<file path="src/rtl/mux8_arb_pkg.sv">
// Shared constants, state type and helpers for the 8-way round-robin mux arbiter.
package mux8_arb_pkg;

    localparam int unsigned N     = 8;
    localparam int unsigned SEL_W = 3;
    localparam int unsigned CNT_W = 5;

    typedef enum logic [0:0] {
        IDLE,
        GRANT
    } state_e;

    function automatic logic [N-1:0] onehot8(input logic [SEL_W-1:0] idx);
        logic [N-1:0] v;
        v      = '0;
        v[idx] = 1'b1;
        return v;
    endfunction

endpackage

</file>
<file path="src/rtl/rr_pick8.sv">
// Combinational round-robin pick: first set bit of (req & ~mask) searching from ptr upward,
// wrapping mod 8.
module rr_pick8
    import mux8_arb_pkg::*;
(
    input  logic [N-1:0]     req,
    input  logic [SEL_W-1:0] ptr,
    input  logic [N-1:0]     mask,
    output logic [SEL_W-1:0] idx,
    output logic             found
);

    logic [N-1:0]     eff;
    logic [2*N-1:0]   dbl;
    logic [N-1:0]     rot;
    logic [SEL_W-1:0] off;

    assign eff = req & ~mask;
    // Rotating the doubled vector right by ptr puts bit ptr at position 0.
    assign dbl = {eff, eff} >> ptr;
    assign rot = dbl[N-1:0];

    always_comb begin
        off = '0;
        for (int i = N - 1; i >= 0; i--) begin
            if (rot[i]) begin
                off = SEL_W'(i);
            end
        end
    end

    assign found = |rot;
    assign idx   = off + ptr;

endmodule

</file>
<file path="src/rtl/mux8_rr_arbiter.sv">
// Round-robin arbiter for a shared 8:1 mux: registered one-hot grant, binary select and a
// saturating hold counter with MAX_HOLD preemption unless lock is held.
module mux8_rr_arbiter
    import mux8_arb_pkg::*;
#(
    parameter int unsigned MAX_HOLD = 16
) (
    input  logic             clk,
    input  logic             reset,
    input  logic [N-1:0]     req,
    input  logic             lock,
    output logic [N-1:0]     gnt,
    output logic             gnt_valid,
    output logic [SEL_W-1:0] sel,
    output logic [CNT_W-1:0] hold_cnt
);

    localparam logic [CNT_W-1:0] HoldLast = CNT_W'(MAX_HOLD - 1);

    state_e           state_q, state_d;
    logic [N-1:0]     gnt_q, gnt_d;
    logic [SEL_W-1:0] sel_q, sel_d;
    logic [SEL_W-1:0] ptr_q, ptr_d;
    logic [CNT_W-1:0] cnt_q, cnt_d;

    logic [SEL_W-1:0] sel_next;
    logic [SEL_W-1:0] pick_ptr;
    logic [N-1:0]     pick_mask;
    logic [SEL_W-1:0] pick_idx;
    logic             pick_found;
    logic             release_own;
    logic             preempt;

    assign sel_next = sel_q + 1'b1;

    // While granted, the search starts just past the holder and skips it.
    assign pick_ptr  = (state_q == GRANT) ? sel_next : ptr_q;
    assign pick_mask = (state_q == GRANT) ? onehot8(sel_q) : '0;

    assign release_own = !req[sel_q];
    assign preempt     = (cnt_q >= HoldLast) && !lock && ((req & ~gnt_q) != '0);

    rr_pick8 u_pick (
        .req   (req),
        .ptr   (pick_ptr),
        .mask  (pick_mask),
        .idx   (pick_idx),
        .found (pick_found)
    );

    always_ff @(posedge clk or posedge reset) begin
        if (reset) begin
            state_q <= IDLE;
            gnt_q   <= '0;
            sel_q   <= '0;
            ptr_q   <= '0;
            cnt_q   <= '0;
        end else begin
            state_q <= state_d;
            gnt_q   <= gnt_d;
            sel_q   <= sel_d;
            ptr_q   <= ptr_d;
            cnt_q   <= cnt_d;
        end
    end

    always_comb begin
        state_d = state_q;
        gnt_d   = gnt_q;
        sel_d   = sel_q;
        ptr_d   = ptr_q;
        cnt_d   = cnt_q;
        unique case (state_q)
            IDLE: begin
                if (pick_found) begin
                    gnt_d   = onehot8(pick_idx);
                    sel_d   = pick_idx;
                    cnt_d   = '0;
                    state_d = GRANT;
                end
            end
            GRANT: begin
                if (release_own || preempt) begin
                    ptr_d = sel_next;
                    cnt_d = '0;
                    if (pick_found) begin
                        gnt_d = onehot8(pick_idx);
                        sel_d = pick_idx;
                    end else begin
                        // sel keeps the last owner so the mux select stays quiet
                        gnt_d   = '0;
                        state_d = IDLE;
                    end
                end else if (cnt_q != HoldLast) begin
                    cnt_d = cnt_q + 1'b1;
                end
            end
            default: begin
                state_d = IDLE;
            end
        endcase
    end

    always_comb begin
        gnt       = gnt_q;
        gnt_valid = |gnt_q;
        sel       = sel_q;
        hold_cnt  = cnt_q;
    end

endmodule

</file>
<file path="config.mk">
export PLATFORM = sky130hd
export DESIGN_NAME = mux8_rr_arbiter
export DESIGN_NICKNAME = d
export VERILOG_FILES = /design/src/rtl/mux8_arb_pkg.sv /design/src/rtl/rr_pick8.sv /design/src/rtl/mux8_rr_arbiter.sv
export SDC_FILE = /design/constraint.sdc
export NUM_CORES = 1
export LEC_CHECK = 0
export ABC_AREA = 1
export CAP_MARGIN = 20
export CELL_PAD_IN_SITES_DETAIL_PLACEMENT = 1
export CELL_PAD_IN_SITES_GLOBAL_PLACEMENT = 1
export CORE_ASPECT_RATIO = 1.2
export CORE_UTILIZATION = 30
export CTS_CLUSTER_SIZE = 28
export DETAILED_ROUTE_END_ITERATION = 8
export HOLD_SLACK_MARGIN = 0.1
export PLACE_DENSITY_LB_ADDON = 0.1
export SYNTH_ARGS = -nofsm -noshare
export SYNTH_HDL_FRONTEND = slang
export SYNTH_SLANG_ARGS = --single-unit
</file>
<file path="constraint.sdc">
create_clock -name clk -period 3.25 [get_ports clk]
set_input_delay 0.65 -clock clk [delete_from_list [all_inputs] [get_ports clk]]
set_output_delay 0.65 -clock clk [all_outputs]
set_load 0.01 [all_outputs]
</file>
## Yosys cells after proc, flatten, opt, wreduce, memory -nomap -nowiden

Index checks and enable logic that the tools add are counted.

- Bits in writable memories: 0
- Bits of input ports: 11
- Bits in registers: 20
- Word-level logic and storage cells: 66
- ROM bits: 0
- Output and inout bits: 17
- Bits in latches: 0
- Memories kept: 0

- Add/sub/neg operators: 3
- Bitwise gates (word level): 5
- Div/mod/pow operators: 0
- Multipliers: 0
- Shift operators: 1
- Mux-type cells: 30
- Reductions and logical operators: 13
- Equality and inequality tests: 4
- Magnitude comparators: 5

Operator list:

| operator | number |
|---|---|
| 3-bit 2-to-1 mux | 11 |
| 8-bit 2-to-1 mux | 4 |
| 8-bit bitwise AND | 2 |
| 8-bit inverter | 2 |
| 8-bit case mux with 2 select lines | 1 |
| 8-bit OR reduction | 2 |
| 16-bit by 3-bit right shift with 8-bit output | 1 |
| 5-bit 2-to-1 mux | 3 |
| 5-bit case mux with 2 select lines | 1 |
| 3-bit by 4-bit less-than comparator with 1-bit output (second input constant) | 2 |
| 8-bit nonzero test | 1 |
| 1-bit demux with 3-bit select | 2 |
| 3-bit by 1-bit >= comparator with 1-bit output (second input constant) | 2 |
| 3-bit case mux with 2 select lines | 1 |
| 2-bit AND reduction | 3 |
| 5-bit by 1-bit adder with 5-bit output (second input constant) | 1 |
| 5-bit by 4-bit >= comparator with 1-bit output (second input constant) | 1 |
| 1-bit 2-to-1 mux | 5 |
| 5-bit by 4-bit != test with 1-bit output (second input constant) | 1 |
| 1-bit logical AND | 4 |
| 3-bit by 1-bit adder with 3-bit output (second input constant) | 1 |
| 3-bit adder | 1 |
| 1-bit binary-select mux with 3-bit select | 1 |
| 3-bit by 1-bit != test with 1-bit output (second input constant) | 1 |
| other kinds (6) | 7 |

## Longest topological paths before layout

Gate-level depths: netlist of the first run.

- Word-level depth: 24
- Gate-level depth with buffers: 21

## Cells and area by module

A second synthesis of the first run with hierarchy kept.

- Cells, all modules: 278
- Area, all modules: 1856.8 µm²

By module, submodules not included:

| module | area an instance (µm²) | cells each | times used |
|---|---|---|---|
| mux8_rr_arbiter | 1268.7 | 176 | 1 |
| rr_pick8 | 588.1 | 102 | 1 |

## Worst setup path after synthesis of the first run

No wires, ideal clock.

- Path kind: register to register
- Start point: register sel_q[1] (netlist: sel[1])
- End point: register sel_q[2] (netlist: sel[2])
- Stages on the path, launching flop included: 19
- Data required time: 3131 ps
- Slack: 252 ps
- Arrival: 2879 ps
- Setup time: 119 ps
- Buffers on the path: 0
- Cell sequence: dfrtp_1 -> ha_1 -> nand2_1 -> o21ai_4 -> inv_4 -> nand3_1 -> nand3_1 -> nand2_1 -> a21oi_1 -> o21bai_1 -> a21oi_1 -> nor2_1 -> ha_1 -> fa_1 -> xnor2_1 -> inv_1 -> nand3_1 -> nand2_1 -> o21a_1

RTL lines:

| what | RTL line | source |
|---|---|---|
| start: declaration | mux8_rr_arbiter.sv:22 | `logic [SEL_W-1:0] sel_q, sel_d;` |
| start signal: assignment | mux8_rr_arbiter.sv:61 | `sel_q <= sel_d;` |
| 3-bit by 1-bit adder with 3-bit output (*) | mux8_rr_arbiter.sv:34 | `assign sel_next = sel_q + 1'b1;` |
| net sel_next[1] | mux8_rr_arbiter.sv:26 | `logic [SEL_W-1:0] sel_next;` |
| 3-bit 2-to-1 mux (*) | mux8_rr_arbiter.sv:37 | `assign pick_ptr = (state_q == GRANT) ? sel_next : ptr_q;` |
| 16-bit by 3-bit right shift with 8-bit output | rr_pick8.sv:20 | `assign dbl = {eff, eff} >> ptr;` |
| 3-bit 2-to-1 mux (8 in a row) | rr_pick8.sv:26 | `if (rot[i]) begin` |
| 3-bit adder | rr_pick8.sv:33 | `assign idx = off + ptr;` |
| 3-bit 2-to-1 mux (*) | mux8_rr_arbiter.sv:75, mux8_rr_arbiter.sv:86 |  |
| 3-bit 2-to-1 mux | mux8_rr_arbiter.sv:83 | `if (release_own \|\| preempt) begin` |
| 3-bit case mux with 2 select lines (*) | mux8_rr_arbiter.sv:73 | `unique case (state_q)` |

Mark *: on every way through the listed nets, which the timed path passes. The rest lies on a longest branch. The select of a mux whose other input is x is not followed.
A chain may end at the register's enable or synchronous reset.

## Worst setup path in the final report of the first run

- Start point: input req[2]
- End point: register sel_q[2] (netlist: sel[2])

- Longest elaborated chain between the ends: 14

RTL lines:

| what | RTL line | source |
|---|---|---|
| start: declaration | mux8_rr_arbiter.sv:10 | `input logic [N-1:0] req,` |
| 8-bit bitwise AND | rr_pick8.sv:18 | `assign eff = req & ~mask;` |
| 16-bit by 3-bit right shift with 8-bit output | rr_pick8.sv:20 |  |
| 3-bit 2-to-1 mux (8 in a row) | rr_pick8.sv:26 |  |
| 3-bit adder | rr_pick8.sv:33 |  |
| 3-bit 2-to-1 mux | mux8_rr_arbiter.sv:75, mux8_rr_arbiter.sv:86 |  |
| 3-bit 2-to-1 mux | mux8_rr_arbiter.sv:83 |  |
| 3-bit case mux with 2 select lines | mux8_rr_arbiter.sv:73 |  |

Several ways; a longest one is shown, not always the timed one. The select of a mux whose other input is x is not followed.

==> results by group, run 1 <==
Setup path
  – CP bufs+invs: 3
  – Worst-path maximum fanout: 5
  – WS Path Type: primary input to flop
  – Worst path arrival time: around 3.2 ns
  – Top delay family on crit path: buffers and inverters
  – Crit end category: flop
  – Worst path max stage delay: around 0.52 ns
  – Slowest stage cell, crit path: clkdlybuf4s50_1
  – Critical path launch point type: primary input
  – CP Cell Sequence: clkdlybuf4s50_1, inv_1, nand3_1, nand3_2, nand3_1, nand2_1, a21oi_1, o21bai_1, a21oi_1, nor2_1, ha_2, fa_2, xnor2_2, inv_1, nand3_2, nand2_4, o21a_1
  – Critical Path RT: between 3 and 4 ns

Synth
  – Netlist cell types: 29
  – Synthesized area: between 0.0015 and 0.002 mm2
  – EDFF count, synth: 0
  – Area leader, netlist: dfrtp_1
  – Top-count cell post-synth: nand3_1
  – Most common flop cell mapped by yosys: dfrtp_1
  – Top cells by area, synth: dfrtp_1, nand3_1, nand2_1
  – Synth Instances: about 250
  – Avg Cell Area, Syn: 6.70 um2
  – Sequential share of the synthesized area: 0.301
  – Synth top cells by count: nand3_1, nand2_1, inv_1, dfrtp_1, nor2_1
  – Synthesis-stage register bit count: 20
  – Post-synth net total: ~260
  – Yosys Warn Count: 0
  – Fraction of registers with async set/reset: 1.00
  – Top cell type's share of synthesized area: 0.301

CTS
  – Clk buf depth: 2
  – Post-CTS Hold Fix Bufs: 0
  – Clock Sinks: 20
  – TritonCTS clock tree: built
  – Worst-path clk slew: 0.07 ns
  – Clk root buf: clkbuf_8
  – Inserted Clock Buffers: 3
  – Worst skew pair latency: 0.26 ns
  – H-tree levels: 1

Detailed routing
  – Vias per cell: around 5.2
  – Routed WL per cell: about 16 um
  – Routed WL: approximately 6000 um
  – # DRC: 0
  – Via Count: between 1500 and 2000
  – Starting DRT DRC Count: 78
  – Final ANT Viol Nets: 0
  – Drt first pass iters: 4

Timing
  – WHS: a little under 0.5 ns
  – Fmax: between 0.3 and 0.4 GHz
  – Setup TNS: 0 ns
  – Slew margin rel.: 0.477
  – Final Max Tran Viols: 0
  – Endpoints failing hold: 0
  – Setup Skew: slightly below 0.005 ns
  – Post-layout worst setup margin: 0.199 ns
  – Post-route minimum period: about 3.1 ns
  – Worst-Margin Slew: 0.784 ns
  – Final setup violation count: 0
  – Final cycle utilization of the critical path: 0.939

Placed design
  – Pre-CTS setup slack: -0.293 ns
  – Post-Place Cells: around 370
  – Post-DP HPWL: 4650 um
  – GP Congestion: approximately 0.84
  – IO buf count: 27

Cells and area
  – Area growth from synthesis to layout: 47.0%
  – Layout cells sized above 1: 0.300
  – Fin cells: approximately 370
  – Final Net Count: around 330
  – # fillers: between 600 and 700
  – Diode count: 0

Run
  – Max-cap violation count: 0

Hold path
  – HP Class: flop to flop

GRT
  – First-pass GRT wire length: 9720 um
  – Total grt overflow: 0
  – Gr usage total: 0.208
  – Number of global-route vias before repair: approximately 2000
  – Initial antenna violation count: 0
  – Largest net degree at the start of global routing: 21

Floorplan
  – DIE WIDTH: 69.9 um
  – Die area: approximately 0.006 mm2
  – Chip Height: between 80 and 90 um
  – IO Count: 28
  – Core area: roughly 0.0053 mm2
  – Initial core utilization: 0.314
  – # rows: 29

Outcome
  – Status: completed
-- cells in the final DEF, fill, tap and decap left out, drive strengths merged, types with 2 or more instances in the layout --
master	n
or2	4
dlymetal6s2s	2
buf	33
nand3b	2
o21ai	19
inv	28
o22ai	4
nor4	3
a21oi	9
nor2	16
ha	4
clkbuf	4
nand3	72
nand2	59
clkdlybuf4s50	25
dfrtp	20
-- metal layers --
metal | routed length, um | GRT usage
met5 | 0 | 0
met4 | 74 | 0.0455
met3 | 194 | 0.0145
met2 | 3070 | 0.375
met1 | 2710 | 0.270
-- flip-flops by register name, indices dropped and copies added, names as in the netlist --
register and count:
gnt 8, hold_cnt 5, ptr_q 3, sel 3
state_q 1
-- area by class of cell --
type,instances,area [um2],share of cell area
inverters,29,114,0.0466
flip-flops and latches,20,503,0.206
clock buffers,4,55.1,0.0225
well taps,62,77.6,0.0318
multi-input cells,197,1170,0.479
repair buffers,60,523,0.214
-- worst reg2reg max path, delay by kind of cell, from the launching register on --
family                   cells  cell delay, ns
AO/OA/AOI/OAI                5            0.63
flip-flops                   1            0.39
AND/OR/NAND/NOR              7            0.65
XOR/XNOR                     1            0.19
buffers and inverters        2            0.20
adder cells (fa/ha/maj)      3            0.85
-- kinds of logic (layout without fill, tap and decap cells) --
kind of cell,count (synthesis),after routing,share of synthesized area
AND/OR/NAND/NOR,157,157,0.452
adder cells (fa/ha/maj),5,5,0.0422
buffers and inverters,32,93,0.0806
XOR/XNOR,1,1,0.00527
flip-flops,20,20,0.301
AO/OA/AOI/OAI,33,34,0.119
-- metrics by stage --
stage	util	instance area, um2
after floorplan	-	1660
after global placement	0.419	2220
after detailed placement	0.419	2220
after CTS	0.431	2280
after global routing	0.461	2440
final	0.461	2440
-- repair_timing --
action                                  CTS  global route
pin swaps                                 1             8
setup buffers                             0             2
resized for setup                         1            34
gates cloned                              0             1
endpoints found under the setup margin    4             9
-- path summary, 6_finish.rpt --
kind	to	cells after the start	startpoint	slack [ns]
setup / recovery	sel[2]	17	req[2]	0.20
hold / removal	ptr_q[2]	2	ptr_q[2]	0.49
setup reg to reg	sel[2]	18	sel[1]	0.22
hold reg to reg	ptr_q[2]	2	ptr_q[2]	0.49
max in group asynchronous	sel[2]	2	reset	1.88
min in group asynchronous	ptr_q[2]	2	reset	0.83
Power of run 1 is not shown: default switching activity piles up to over one toggle a cycle in this logic, so the estimate is an artifact.
==> run 2, diff against run 1 <==
--- a/config.mk
+++ b/config.mk
@@ -11,6 +11,7 @@
 export CELL_PAD_IN_SITES_GLOBAL_PLACEMENT = 1
 export CORE_ASPECT_RATIO = 1.2
 export CORE_UTILIZATION = 30
+export CTS_BUF_LIST = sky130_fd_sc_hd__clkbuf_4
 export CTS_CLUSTER_SIZE = 28
 export DETAILED_ROUTE_END_ITERATION = 8
 export HOLD_SLACK_MARGIN = 0.1
==> results by group, run 2 (synthesis gave the netlist of run 1 again) <==
Outcome
  – Status: completed

CTS
  – Clk root buf: clkbuf_4
  – Clk buf depth: 2
  – Worst-path clk slew: between 0.1 and 0.15 ns
  – H-tree levels: 1
  – Inserted Clock Buffers: 3
  – TritonCTS clock tree: built
  – Post-CTS Hold Fix Bufs: 0
  – Worst skew pair latency: roughly 0.30 ns
  – Clock Sinks: 20

Timing
  – Post-route minimum period: 3.04 ns
  – Final setup violation count: 0
  – WHS: 0.504 ns
  – Fmax: between 0.3 and 0.4 GHz
  – Setup Skew: ~0.011 ns
  – Final Max Tran Viols: 0
  – Slew margin rel.: 0.476
  – Final cycle utilization of the critical path: 0.937
  – Endpoints failing hold: 0
  – Worst-Margin Slew: between 0.7 and 0.8 ns

Detailed routing
  – Starting DRT DRC Count: slightly below 70
  – Routed WL per cell: 16.1 um
  – Final ANT Viol Nets: 0
  – # DRC: 0
  – Via Count: between 1500 and 2000
  – Routed WL: just over 6000 um
  – Drt first pass iters: 4
  – Vias per cell: slightly above 5

Cells and area
  – Max reg flops: 8
  – Diode count: 0
  – # fillers: 686
  – Final Net Count: ~330
  – Most frequent cells in the layout: nand3_1, nand2_1, buf_4
  – Commonest non-fill, non-tap cell in the layout: nand3_1
  – Layout cells sized above 1: 0.304
  – Area growth from synthesis to layout: 47.3%

Setup path
  – CP Cell Sequence: clkdlybuf4s50_1, inv_1, nand3_1, nand3_1, nand3_1, nand2_1, a21oi_1, o21bai_1, a21oi_1, nor2_1, ha_2, fa_2, xnor2_2, inv_1, nand3_2, nand2_2, nand3_1, nand2_1
  – Reg2reg start: sel[0]
  – CP bufs+invs: 3
  – Worst setup startpoint: req[2]
  – Top delay family on crit path: simple AND/OR/NAND/NOR gates
  – Worst-path maximum fanout: 5
  – Worst path max stage delay: 0.53 ns
  – Worst path arrival time: 3.24 ns
  – Slowest stage cell, crit path: clkdlybuf4s50_1
  – WS Path Type: primary input to flop
  – Critical Path RT: ~3.5 ns
  – Critical path launch point type: primary input
  – Crit end category: flop
  – Most frequent CP cell: nand3_1

Placed design
  – IO buf count: 27
  – GP Congestion: ~0.84
  – Post-DP HPWL: about 4600 um

GRT
  – Largest net degree at the start of global routing: 21
  – First-pass GRT wire length: 9650 um
  – Number of global-route vias before repair: between 1500 and 2000
  – Gr usage total: 0.206
  – Initial antenna violation count: 0
  – Total grt overflow: 0

Floorplan
  – Initial core utilization: 0.314
  – IO Count: 28
  – # rows: 29
  – Core area: approximately 0.0053 mm2
  – DIE WIDTH: approximately 70 um
  – Die area: about 0.006 mm2
  – Chip Height: approximately 84 um

Hold path
  – Hold_sp: ptr_q[2]
  – HP Class: flop to flop

Run
  – Max-cap violation count: 0
-- run 2: changes by cell type in the layout (fill, tap and decap cells not counted), moves of 2 or more --
cell / before / now
clkbuf_4: 0 / 3
clkbuf_8: 4 / 0
nand3_1: 49 / 51
nand3_2: 23 / 21
nor2_1: 12 / 10
nor2_2: 3 / 5
-- run 2: layer usage --
metal	up-vias	part of all wire	track usage
met5	-	0	0
met3	6	0.030	0.0181
met2	34	0.50	0.367
li1	979	-	-
met1	916	0.46	0.270
met4	0	0.015	0.0400
-- run 2: area by class of cell --
| type | instances | area, um2 | area share |
|---|---|---|---|
| clock inverters | 1 | 3.75 | 0.00153 |
| repair buffers | 62 | 544 | 0.222 |
| inverters | 29 | 111 | 0.0455 |
| clock buffers | 3 | 22.5 | 0.00920 |
| flip-flops and latches | 20 | 503 | 0.206 |
| well taps | 62 | 77.6 | 0.0317 |
| multi-input cells | 197 | 1180 | 0.484 |
-- run 2: through the flow --
| stage | util | cell area, um2 | setup WS [ns] | TNS [ns] | std cells |
|---|---|---|---|---|---|
| final | 0.462 | 2450 | 0.206 | 0 | 374 |
| after global routing | 0.462 | 2450 | -0.0103 | -0.0125 | 374 |
| after CTS | 0.424 | 2250 | 0.00461 | 0 | 369 |
| after detailed placement | 0.419 | 2220 | -0.293 | -2.12 | 365 |
| after global placement | 0.419 | 2220 | -0.236 | -1.67 | 365 |
| after floorplan | - | 1660 | 0.252 | 0 | 248 |
-- run 2: repair_timing --
action,in CTS,in global routing
buffers inserted,0,4
gates resized for setup,0,38
endpoints found under the hold margin,0,0
pin swaps,1,8
setup endpoints to repair,3,9
gates cloned,0,1
-- run 2: worst min-delay path: stages (launching register included) --
cell,delay (ns)
dfrtp_1,0.36
nand2_1,0.05
o21ai_0,0.07
-- run 2: path summary, 6_finish.rpt --
kind                             to  cells past startpoint  slack (ns)
hold / removal             ptr_q[2]                      2        0.50
min in group asynchronous  ptr_q[2]                      2        0.77
max in group asynchronous    sel[2]                      2        1.92
setup reg to reg             gnt[5]                     20        0.24
setup / recovery             gnt[5]                     18        0.21
hold reg to reg            ptr_q[2]                      2        0.50
Power of run 2 is left out for the same reason.
==> run 3, diff against run 2 <==
--- a/config.mk
+++ b/config.mk
@@ -10,12 +10,13 @@
 export CELL_PAD_IN_SITES_DETAIL_PLACEMENT = 1
 export CELL_PAD_IN_SITES_GLOBAL_PLACEMENT = 1
 export CORE_ASPECT_RATIO = 1.2
-export CORE_UTILIZATION = 30
+export CORE_UTILIZATION = 39
 export CTS_BUF_LIST = sky130_fd_sc_hd__clkbuf_4
 export CTS_CLUSTER_SIZE = 28
 export DETAILED_ROUTE_END_ITERATION = 8
 export HOLD_SLACK_MARGIN = 0.1
 export PLACE_DENSITY_LB_ADDON = 0.1
+export SKIP_CTS_REPAIR_TIMING = 1
 export SYNTH_ARGS = -nofsm -noshare
 export SYNTH_HDL_FRONTEND = slang
 export SYNTH_SLANG_ARGS = --single-unit
==> results by group, run 3 (synthesis gave the netlist of run 1 again) <==
Timing
  – Fmax: 0.325 GHz
  – Final setup violation count: 0
  – WHS: 0.521 ns
  – Final cycle utilization of the critical path: 0.945
  – Final Max Tran Viols: 0
  – Endpoints failing hold: 0
  – Setup Skew: ~0.012 ns
  – Slew margin rel.: 0.470
  – Post-layout worst setup margin: roughly 0.18 ns
  – Post-route minimum period: about 3 ns
  – Worst-Margin Slew: 0.795 ns

Setup path
  – Worst-path maximum fanout: 5
  – Critical Path RT: 3.46 ns
  – Worst path arrival time: between 3 and 4 ns
  – Most frequent CP cell: nand3_1
  – Slowest stage cell, crit path: clkdlybuf4s50_1
  – Worst path max stage delay: roughly 0.55 ns
  – Critical path launch point type: primary input
  – CP Cell Sequence: clkdlybuf4s50_1, inv_1, nand3_1, nand3_1, nand3_1, nand2_1, a21oi_2, o21bai_1, a21oi_1, nor2_1, ha_1, fa_2, xnor2_2, inv_1, nand3_2, nand2_2, o21a_1
  – WS Path Type: primary input to flop
  – Crit end category: flop

Placed design
  – GP Congestion: 0.900
  – Post-Place Cells: between 300 and 400
  – Post-DP HPWL: 4590 um
  – Pre-CTS setup slack: -0.282 ns
  – IO buf count: 27

Floorplan
  – DIE WIDTH: between 60 and 70 um
  – IO Count: 28
  – Core area: 0.00400 mm2
  – # rows: 25
  – Initial core utilization: 0.415
  – Chip Height: between 70 and 80 um
  – Die area: 0.00453 mm2

Cells and area
  – Most frequent cells in the layout: nand3_1, nand2_1, buf_4
  – FF/Latch Area: 502 um2
  – Multi-input gate area: approximately 0.0011 mm2
  – Fin cells: 364
  – Commonest non-fill, non-tap cell in the layout: nand3_1
  – Final Net Count: approximately 330
  – Layout Utilization: 0.584
  – Area growth from synthesis to layout: 40.8%
  – Layout cells sized above 1: 0.242
  – # fillers: between 500 and 600
  – Max reg flops: 8
  – Diode count: 0

Outcome
  – Status: completed

Detailed routing
  – Vias per cell: roughly 5.6
  – Routed WL per cell: roughly 17 um
  – Starting DRT DRC Count: between 80 and 90
  – Routed WL: slightly above 6000 um
  – Via Count: approximately 2000
  – Drt first pass iters: 4
  – Final ANT Viol Nets: 0
  – # DRC: 0

CTS
  – Clk root buf: clkbuf_4
  – Clk buf depth: 2
  – TritonCTS clock tree: built
  – Clock Sinks: 20
  – Inserted Clock Buffers: 3
  – Worst-path clk slew: between 0.1 and 0.15 ns
  – Worst skew pair latency: just over 0.3 ns
  – H-tree levels: 1

GRT
  – Total grt overflow: 0
  – Initial antenna violation count: 0
  – Largest net degree at the start of global routing: 21
  – Gr usage total: 0.279
  – First-pass GRT wire length: approximately 9300 um
  – Number of global-route vias before repair: 2033

Hold path
  – HP Class: flop to flop

Run
  – Max-cap violation count: 0
[run 3: path summary, 6_finish.rpt]
check	from	end	slack, ns	depth (start not counted)
min in group asynchronous	reset	ptr_q[0]	0.77	2
worst min register to register	ptr_q[2]	ptr_q[2]	0.52	2
worst max-delay path	req[5]	sel[2]	0.18	17
worst max register to register	state_q	sel[2]	0.20	18
worst min-delay path	ptr_q[2]	ptr_q[2]	0.52	2
max in group asynchronous	reset	state_q	1.94	2
[run 3: layout make-up]
cell class / count / share of cell area
flip-flops and latches: 20 / 0.214
clock inverters: 1 / 0.00160
inverters: 29 / 0.0476
repair buffers: 60 / 0.225
well taps: 54 / 0.0289
multi-input cells: 197 / 0.473
clock buffers: 3 / 0.00963
[run 3: per-layer routing]
layer	track usage	vias to the layer above	wire, um
met3	0.0282	14	176
met4	0.0938	0	155
met1	0.328	995	2520
li1	-	969	-
met2	0.513	43	3360
met5	0	-	0
[run 3: through the flow]
stage / area [um2] / setup TNS (ns)
final: 2340 / 0
after CTS: 2220 / -0.172
after global placement: 2190 / -1.34
after floorplan: 1660 / 0
after global routing: 2340 / -0.0768
after detailed placement: 2190 / -1.98
[run 3: critical path, delay by kind of cell]
family | cells | cell delay (ns)
AOI/OAI and AO/OA | 4 | 0.52
xor gates and xnor gates | 1 | 0.15
adders and majority gates | 2 | 0.59
buffers and inverters | 3 | 0.71
and+or+nand+nor | 7 | 0.69
Power of run 3 is left out for the same reason.
